File: src/rtl/ccc_reconfig_pkg.sv
// Shared types and defaults for the CCC dynamic-configuration APB initiator.
package ccc_reconfig_pkg;

    localparam int              CCC_ADDR_W      = 6;
    localparam int              CCC_DATA_W      = 8;
    localparam logic [5:0]      CCC_COMMIT_ADDR = 6'h3F;

    typedef enum logic [2:0] {
        ST_IDLE,
        ST_SETUP,
        ST_ACCESS,
        ST_PLL_RST,
        ST_LOCK_WAIT,
        ST_RESP
    } state_t;

endpackage

File: src/rtl/ccc_lock_monitor.sv
// PLL lock qualifier: 2-flop synchronizer, consecutive-high counter and relock timeout.
// With CCC_RECONFIG_PLL_RST_EN the synchronizer history is also cleared by start.
module ccc_lock_monitor #(
    parameter int LOCK_TIMEOUT = 4096,
    parameter int LOCK_STABLE  = 4
) (
    input  logic clk,
    input  logic rst_n,
    input  logic lock,
    input  logic start,
    input  logic active,
    output logic lock_ok,
    output logic lock_timeout
);
    localparam int SCW = $clog2(LOCK_STABLE) + 1;
    localparam int TCW = $clog2(LOCK_TIMEOUT) + 1;
    localparam logic [SCW-1:0] STABLE_MAX = SCW'(LOCK_STABLE);
    localparam logic [TCW-1:0] TMO_MAX    = TCW'(LOCK_TIMEOUT);

    logic [1:0]     sync;
    logic [SCW-1:0] stable_cnt;
    logic [TCW-1:0] tmo_cnt;

    always_ff @(posedge clk) begin
        if (!rst_n) begin
            sync <= '0;
`ifdef CCC_RECONFIG_PLL_RST_EN
        end else if (start) begin
            sync <= '0;
`endif
        end else begin
            sync <= {sync[0], lock};
        end
    end

    // Both counters saturate at their thresholds; start re-arms them for a new relock.
    always_ff @(posedge clk) begin
        if (!rst_n || start) begin
            stable_cnt <= '0;
            tmo_cnt    <= '0;
        end else if (active) begin
            if (!sync[1])
                stable_cnt <= '0;
            else if (stable_cnt != STABLE_MAX)
                stable_cnt <= stable_cnt + 1'b1;
            if (tmo_cnt != TMO_MAX)
                tmo_cnt <= tmo_cnt + 1'b1;
        end
    end

    assign lock_ok      = active && (stable_cnt >= STABLE_MAX);
    assign lock_timeout = active && (tmo_cnt >= TMO_MAX);

endmodule

File: src/rtl/ccc_apb_reconfig_master.sv
// APB3 initiator for the CCC dynamic-configuration port; a commit write waits for PLL relock.
// Define CCC_RECONFIG_PLL_RST_EN to pulse PLL_ARST_N low before the relock wait.
module ccc_apb_reconfig_master
    import ccc_reconfig_pkg::*;
#(
    parameter int                ADDR_W         = CCC_ADDR_W,
    parameter int                DATA_W         = CCC_DATA_W,
    parameter logic [ADDR_W-1:0] COMMIT_ADDR    = CCC_COMMIT_ADDR,
    parameter int                BUSY_TIMEOUT   = 64,
    parameter int                LOCK_TIMEOUT   = 4096,
    parameter int                LOCK_STABLE    = 4,
    parameter int                PLL_RST_CYCLES = 16
) (
    input  logic              PCLK,
    input  logic              PRESET_N,
    input  logic              cmd_valid,
    output logic              cmd_ready,
    input  logic              cmd_write,
    input  logic [ADDR_W-1:0] cmd_addr,
    input  logic [DATA_W-1:0] cmd_wdata,
    output logic              rsp_valid,
    output logic [DATA_W-1:0] rsp_rdata,
    output logic              rsp_err,
    output logic              PSEL,
    output logic              PENABLE,
    output logic              PWRITE,
    output logic [ADDR_W-1:0] PADDR,
    output logic [DATA_W-1:0] PWDATA,
    input  logic [DATA_W-1:0] PRDATA,
    input  logic              BUSY,
    input  logic              LOCK,
    output logic              PLL_ARST_N,
    output logic              relocking
);
    localparam int BCW = $clog2(BUSY_TIMEOUT) + 1;
    localparam logic [BCW-1:0] BUSY_MAX  = BCW'(BUSY_TIMEOUT);
    localparam logic [BCW-1:0] BUSY_LAST = BCW'(BUSY_TIMEOUT - 1);

    state_t         state;
    state_t         state_next;
    logic [BCW-1:0] busy_cnt;
    logic           commit_hit;
    logic           lock_start;
    logic           lock_active;
    logic           lock_ok;
    logic           lock_timeout;

    assign commit_hit = PWRITE && (PADDR == COMMIT_ADDR);

`ifdef CCC_RECONFIG_PLL_RST_EN
    localparam int PCW = $clog2(PLL_RST_CYCLES) + 1;
    localparam logic [PCW-1:0] PLL_LAST = PCW'(PLL_RST_CYCLES - 1);
    localparam state_t COMMIT_NEXT = ST_PLL_RST;

    logic [PCW-1:0] pll_cnt;
    logic           pll_arst_n;

    // PLL reset is registered so the CCC never sees a decode glitch on its async reset.
    always_ff @(posedge PCLK) begin
        if (!PRESET_N) begin
            pll_cnt    <= '0;
            pll_arst_n <= 1'b1;
        end else begin
            pll_cnt    <= (state == ST_PLL_RST && pll_cnt != PLL_LAST) ? pll_cnt + 1'b1 : '0;
            pll_arst_n <= (state_next != ST_PLL_RST);
        end
    end

    assign PLL_ARST_N = pll_arst_n;
`else
    localparam state_t COMMIT_NEXT = ST_LOCK_WAIT;

    assign PLL_ARST_N = 1'b1;
`endif

    always_ff @(posedge PCLK) begin
        if (!PRESET_N)
            state <= ST_IDLE;
        else
            state <= state_next;
    end

    always_comb begin
        state_next = state;
        cmd_ready  = 1'b0;
        PSEL       = 1'b0;
        PENABLE    = 1'b0;
        rsp_valid  = 1'b0;
        relocking  = 1'b0;
        case (state)
            ST_IDLE: begin
                cmd_ready = 1'b1;
                if (cmd_valid)
                    state_next = ST_SETUP;
            end
            ST_SETUP: begin
                PSEL       = 1'b1;
                state_next = ST_ACCESS;
            end
            ST_ACCESS: begin
                PSEL    = 1'b1;
                PENABLE = 1'b1;
                if (!BUSY)
                    state_next = commit_hit ? COMMIT_NEXT : ST_RESP;
                else if (busy_cnt == BUSY_LAST)
                    state_next = ST_RESP;
            end
`ifdef CCC_RECONFIG_PLL_RST_EN
            ST_PLL_RST: begin
                relocking = 1'b1;
                if (pll_cnt == PLL_LAST)
                    state_next = ST_LOCK_WAIT;
            end
`endif
            ST_LOCK_WAIT: begin
                relocking = 1'b1;
                if (lock_ok || lock_timeout)
                    state_next = ST_RESP;
            end
            ST_RESP: begin
                rsp_valid  = 1'b1;
                state_next = ST_IDLE;
            end
            default: state_next = ST_IDLE;
        endcase
    end

    // Command capture, BUSY wait accounting and response formation.
    always_ff @(posedge PCLK) begin
        if (!PRESET_N) begin
            PADDR     <= '0;
            PWRITE    <= 1'b0;
            PWDATA    <= '0;
            rsp_rdata <= '0;
            rsp_err   <= 1'b0;
            busy_cnt  <= '0;
        end else begin
            case (state)
                ST_IDLE: begin
                    if (cmd_valid) begin
                        PADDR     <= cmd_addr;
                        PWRITE    <= cmd_write;
                        PWDATA    <= cmd_wdata;
                        rsp_rdata <= '0;
                        rsp_err   <= 1'b0;
                        busy_cnt  <= '0;
                    end
                end
                ST_ACCESS: begin
                    if (!BUSY) begin
                        if (!PWRITE)
                            rsp_rdata <= PRDATA;
                    end else begin
                        if (busy_cnt != BUSY_MAX)
                            busy_cnt <= busy_cnt + 1'b1;
                        if (busy_cnt == BUSY_LAST)
                            rsp_err <= 1'b1;
                    end
                end
                ST_LOCK_WAIT: begin
                    if (lock_timeout && !lock_ok)
                        rsp_err <= 1'b1;
                end
                default: ;
            endcase
        end
    end

    assign lock_active = (state == ST_LOCK_WAIT);
    assign lock_start  = (state_next == ST_LOCK_WAIT) && (state != ST_LOCK_WAIT);

    ccc_lock_monitor #(
        .LOCK_TIMEOUT (LOCK_TIMEOUT),
        .LOCK_STABLE  (LOCK_STABLE)
    ) u_lock_monitor (
        .clk          (PCLK),
        .rst_n        (PRESET_N),
        .lock         (LOCK),
        .start        (lock_start),
        .active       (lock_active),
        .lock_ok      (lock_ok),
        .lock_timeout (lock_timeout)
    );

endmodule

File: config.mk
export PLATFORM = sky130hd
export DESIGN_NAME = ccc_apb_reconfig_master
export DESIGN_NICKNAME = d
export VERILOG_FILES = /design/src/rtl/ccc_reconfig_pkg.sv /design/src/rtl/ccc_lock_monitor.sv /design/src/rtl/ccc_apb_reconfig_master.sv
export SDC_FILE = /design/constraint.sdc
export NUM_CORES = 1
export LEC_CHECK = 0
export BUFFER_PORTS_ARGS = -buffer_cell sky130_fd_sc_hd__buf_2
export CORE_ASPECT_RATIO = 0.7
export CORE_MARGIN = 2
export CORE_UTILIZATION = 53
export DETAILED_ROUTE_END_ITERATION = 10
export PLACE_DENSITY_LB_ADDON = 0.3
export SYNTH_ARGS = -nofsm -noshare
export SYNTH_HDL_FRONTEND = slang
export SYNTH_SLANG_ARGS = --single-unit
File: constraint.sdc
create_clock -name PCLK -period 2.19 [get_ports PCLK]
set_clock_uncertainty 0.2 [all_clocks]
set_input_delay 0.438 -clock PCLK [delete_from_list [all_inputs] [get_ports PCLK]]
set_output_delay 0.438 -clock PCLK [all_outputs]
set_load 0.05 [all_outputs]
==> flow_summary.json, run 1 <==
{
  "async_flop_share_pct": 0,
  "max_freq_mhz": 473.6,
  "grt_max_degree": 19,
  "fin_setup_tns_ps": 0,
  "seq_area_frac_synth_pct": 43.49,
  "io_buffers": 56,
  "utilization_pct": 65.72,
  "synthMuxAreaShare_pct": 1.307,
  "hold_viol": 0,
  "crit_required_ps": 1550,
  "crit_cells": 3,
  "total_power_mw": 1.940,
  "ant_nets": 0,
  "netlist_area_um2": 2394,
  "fill_cells": 380,
  "crit_chain": "or3b_1 > inv_4 > buf_4",
  "max_stage_delay_ps": 430,
  "crit_family": "simple AND/OR/NAND/NOR gates",
  "path_clk_slew_ps": 90,
  "cts_made_buffers": 5,
  "cp.buffers_inverters": 2,
  "dieArea_um2": 5078,
  "synth_top_family_by_area": "simple AND/OR/NAND/NOR gates",
  "antennaDiodeCount": 0,
  "netlist_instances": 289,
  "holdCritStartpoint": "LOCK",
  "area_growth_pct": 18.87,
  "io_pins": 58,
  "critPathArrivalTime_ps": 1470,
  "drt_iter0_markers": 113,
  "slew_violations": 0,
  "synth_compound_area_share_pct": 13.49,
  "ys.flop_type": "dfxtp_1",
  "ys_types": 49,
  "remaining_drc_errors": 0,
  "rsz0062_at_grt": "no",
  "finalSetupViolations": 0,
  "peakVddDrop_mv": 0.3969,
  "synthesis.nets": 323,
  "cts.sinks": 52,
  "crit_slowest_cell": "or3b_1",
  "dieHeight_um": 60.23,
  "groute.usage.overall_pct": 21.76,
  "leakage_nw": 1.145,
  "wirelength_um": 5320,
  "cp_max_fo": 11,
  "finalWeightedCongestion": 0.8446,
  "r2r_cells": 5,
  "synth_edf_count": 0,
  "cts_tree": "yes",
  "grt_pass1_wl_um": 8735,
  "whs_path_depth": 2,
  "hpwl_um": 3888,
  "powerDensity_nw_per_um2": 681.8,
  "timing.final.crit_share_pct": 96.40,
  "start_util_pct": 55.29,
  "path_class": "reg -> out",
  "clock_latency_ps": 300,
  "layout-drive-gt1-share_pct": 24.93,
  "wl_per_cell_um": 13.17,
  "synth_fa_ha_area_share_pct": 3.555,
  "yosys.area_share.simple_pct": 28.18,
  "syn_avg_cell_area_um2": 8.282,
  "dr.pass1.iters": 4,
  "synth.area.top_cells": "dfxtp_1, a21oi_1, nand2_1, nand3_1, xnor2_1",
  "synth_top_area_share_pct": 43.49,
  "worstSetupStartpoint": "state[1]",
  "fp.dieW_um": 84.32,
  "regToRegStartpoint": "state[1]",
  "yosys.area.top_type": "dfxtp_1",
  "finalNetCount": 383,
  "ys_ff_latch": 52,
  "endpoint_kind": "primary output",
  "maxCapViolations": 0,
  "yosys-top-cells-count": "dfxtp_1, nand2_1, a21oi_1, nor2_1, nand3_1",
  "rows": 20,
  "vias_per_cell": 5.322,
  "htreeDepth": 2,
  "start_kind": "register",
  "yosysMostFrequentCell": "dfxtp_1",
  "synth-xor-area-share_pct": 4.391,
  "grt.overflow.total": 0,
  "grt_antenna_before_repair": 0,
  "status": "finished, final reports clean",
  "core_area_um2": 4329,
  "vias": 2150,
  "root_buffer": "clkbuf_8",
  "ys_warn_count": 0,
  "hold_class": "in -> reg",
  "min_period_ps": 2111,
  "clockBufferDepth": 2,
  "grt_pass1_vias": 1893
}
final cells by class:
type | instances | area [µm²] | share of cell area [%]
sequential | 52 | 1044 | 36.68
clock buffer | 6 | 82.58 | 2.902
timing repair buffer | 68 | 372.9 | 13.10
multi-input combinational | 212 | 1229 | 43.18
inverter | 10 | 40.04 | 1.407
tap | 55 | 68.82 | 2.419
clock inverter | 1 | 8.758 | 0.3078
cell usage in the layout (no fill, tap or decap), types with 2 or more instances in the layout:
cell / n
a21oi_1: 38
a31oi_1: 2
and2_1: 4
and3_1: 4
buf_2: 55
buf_4: 13
clkbuf_8: 6
dfxtp_1: 50
dfxtp_2: 2
ha_1: 6
inv_1: 9
mux2i_1: 2
nand2_1: 50
nand3_1: 16
nand4_1: 7
nor2_1: 17
nor2_2: 3
nor2b_1: 3
nor3_1: 6
nor4_1: 5
nor4b_1: 2
o2111ai_1: 2
o21ai_0: 6
or3_1: 5
xnor2_1: 9
xor2_1: 3
repair_timing:
item	in CTS	in global routing
resized for setup	2	3
gates cloned	0	0
hold buffers	0	0
endpoints found under the setup margin	2	2
buffers inserted	0	0
pin swaps	0	0
worst paths after layout:
check / slack (ps) / end
hold reg to reg: 250 / u_lock_monitor.sync[1]
setup reg to reg: 300 / u_lock_monitor.tmo_cnt[9]
setup / recovery: 80 / relocking
hold / removal: 160 / u_lock_monitor.sync[0]
state kept, by name, indices dropped and copies added (netlist names):
signal                     count
rsp_rdata                      8
state                          3
PWRITE                         1
u_lock_monitor.stable_cnt      3
PADDR                          6
u_lock_monitor.tmo_cnt        13
busy_cnt                       7
u_lock_monitor.sync            2
PWDATA                         8
rsp_err                        1
layer usage:
layer	part of all wire (%)	up-vias	GRT usage [%]
met5	0	-	0
met4	0.75	0	5.991
met3	6.1	5	5.387
met2	42	64	32.31
met1	51	965	31.53
li1	-	1116	-
report_power, final:
group          total [mW]  switching [mW]  leakage, nW  internal (mW)
clock network       0.558           0.305       0.0473          0.253
registers            1.00          0.0248        0.423          0.979
logic               0.378           0.265        0.675          0.114
kinds of logic (layout without fill, tap and decap cells):
family | Yosys count | in the layout
muxes | 3 | 3
and+or+nand+nor | 133 | 133
AOI/OAI and AO/OA | 56 | 56
xor gates and xnor gates | 12 | 12
adders and majority gates | 7 | 7
DFF | 52 | 52
buffers and inverters | 25 | 85
other | 1 | 1
metrics by stage:
step	std cells	area (µm²)	worst slack (ps)	hold slack, ps
floorplan	289	2394	25.04	211.8
global placement	397	2740	312.3	235.1
detailed placement	397	2740	284.0	223.8
CTS	404	2840	0.6870	145.4
global route	404	2845	18.16	157.5
finish	404	2845	78.73	155.8
Power figures use the tool's default switching activity.
==> inputs of run 2 (changes only) <==
CORE_MARGIN = 4   (was 2)
==> run 2 against run 1 <==
  * Worst hold slack about the same
  * Worst setup slack better by 4.7 ps
  * Sequential power about the same
  * Count of clock-buffer cells in the layout unchanged
  * Die area up 12%
  * Combinational power up 1%
  * Sequential share of layout area down 0.19 points
  * Non-clock buffer count up 1
  * Wire length up 2.5%
  * Fmax up 0.22%
  * First-iteration DRC count up 48%
  * Via count up 1.4%
==> flow_summary.json, run 2 (same netlist as run 1, synthesis figures left out) <==
{
  "status": "finished, final reports clean",
  "finalWeightedCongestion": 0.8805,
  "swShare_pct": 30.86,
  "final_common_cell": "buf_2",
  "utilization_pct": 65.60,
  "cp.buffers_inverters": 2,
  "crit_required_ps": 1550,
  "combPwrFrac_pct": 19.5,
  "start_kind": "register",
  "hold_viol": 0,
  "dieArea_um2": 5672,
  "crit_chain": "or3b_1 > inv_4 > buf_4",
  "p_int_mw": 1.354,
  "r2r_cells": 5,
  "grt_antenna_before_repair": 0,
  "crit_family": "simple AND/OR/NAND/NOR gates",
  "grt_pass1_wl_um": 9080,
  "core_area_um2": 4354,
  "crit_cells": 3,
  "vias_per_cell": 5.372,
  "path_class": "reg -> out",
  "most-common-layout-cells": "buf_2, dfxtp_1, nand2_1",
  "crit_slowest_cell": "or3b_1",
  "hold_buffers": 0,
  "timing.final.crit_share_pct": 96.19,
  "fin_setup_tns_ps": 0,
  "clkPwrFrac_pct": 29.3,
  "leakage_nw": 1.154,
  "ant_nets": 0,
  "max_stage_delay_ps": 430,
  "root_buffer": "clkbuf_8",
  "critPathArrivalTime_ps": 1470,
  "finalSetupViolations": 0,
  "rsz0062_at_grt": "no",
  "wl_per_cell_um": 13.44,
  "dieHeight_um": 64.23,
  "io_pins": 58,
  "power_switching_uw": 604.6,
  "hpwl_um": 4037,
  "clock_latency_ps": 300,
  "groute.usage.overall_pct": 19.91,
  "grt.overflow.total": 0,
  "vias": 2181,
  "wirelength_um": 5455,
  "cts.sinks": 52,
  "htreeDepth": 2,
  "remaining_drc_errors": 0,
  "largestRegisters": "u_lock_monitor.tmo_cnt: 13 flops, PWDATA: 8 flops, rsp_rdata: 8 flops",
  "io_buffers": 56,
  "cts_tree": "yes",
  "max_freq_mhz": 474.7,
  "area_growth_pct": 19.34,
  "start_util_pct": 54.97,
  "layout-drive-gt1-share_pct": 25.07,
  "largest_reg_flops": 13,
  "clockBufferDepth": 2,
  "slew_violations": 0,
  "hold_class": "in -> reg",
  "min_period_ps": 2107,
  "cts_made_buffers": 5,
  "drt_iter0_markers": 167,
  "p_seq_share_pct": 51.2,
  "path_clk_slew_ps": 100,
  "antennaDiodeCount": 0,
  "finalNetCount": 384,
  "maxCapViolations": 0,
  "rows": 20,
  "whs_path_depth": 2,
  "max_flop_register": "u_lock_monitor.tmo_cnt",
  "grt_max_degree": 19,
  "powerDensity_nw_per_um2": 685.8,
  "endpoint_kind": "primary output",
  "peakVddDrop_mv": 0.4873,
  "grt_pass1_vias": 1928,
  "fp.dieW_um": 88.32,
  "cp_max_fo": 11,
  "dr.pass1.iters": 4
}
run 2: changes by cell type in the layout (fill, tap and decap cells not counted):
cell	previous run	this run
clkinv_4	1	0
inv_6	0	1
dfxtp_2	2	1
dfxtp_1	50	51
clkinv_2	0	1
buf_4	13	14
run 2: routing by layer:
metal,wire length [µm],vias up,share of wire (%),global-route usage [%]
met5,0,-,0,0
met4,21,0,0.38,3.396
met3,508,2,9.3,5.670
met2,2204,81,40,26.59
met1,2721,977,50,31.49
li1,-,1121,-,-
run 2: through the flow:
stage	hold slack (ps)	cell area, µm²	total power, mW	instances	worst slack (ps)
2_1_floorplan	211.8	2394	1.292	289	25.04
3_3_place_gp	217.6	2748	1.398	398	306.4
3_5_place_dp	240.2	2748	1.403	398	271.4
4_1_cts	150.8	2854	1.972	406	47.31
5_1_grt	159.8	2856	2.046	406	15.38
6_report	155.7	2856	1.959	406	83.39
run 2: final timing paths:
path | start | end | slack (ps)
worst max-delay path | state[1] | relocking | 80
worst min-delay path | LOCK | u_lock_monitor.sync[0] | 160
worst max register to register | state[1] | u_lock_monitor.tmo_cnt[7] | 280
worst min register to register | PWDATA[5] | PWDATA[5] | 250
run 2: power groups by stage:
stage	Combinational (mW)	Sequential, mW	Clock [mW]
5_1_grt	0.410	1.01	0.628
4_1_cts	0.383	1.00	0.587
2_1_floorplan	0.183	1.11	0
6_report	0.383	1.00	0.573
3_3_place_gp	0.375	1.02	0
3_5_place_dp	0.379	1.02	0
run 2: layout make-up:
cell class	count	area (µm²)
Fill cell	372	1498
Multi-Input combinational cell	212	1229
Sequential cell	52	1042
Timing Repair Buffer	69	380.4
Clock buffer	6	82.58
Tap cell	55	68.82
Inverter	10	40.04
Clock inverter	2	13.76
run 2: timing repair:
item	in CTS	in global routing
buffers inserted	0	0
setup endpoints to repair	2	1
hold endpoints to repair	0	0
gates resized for setup	3	1
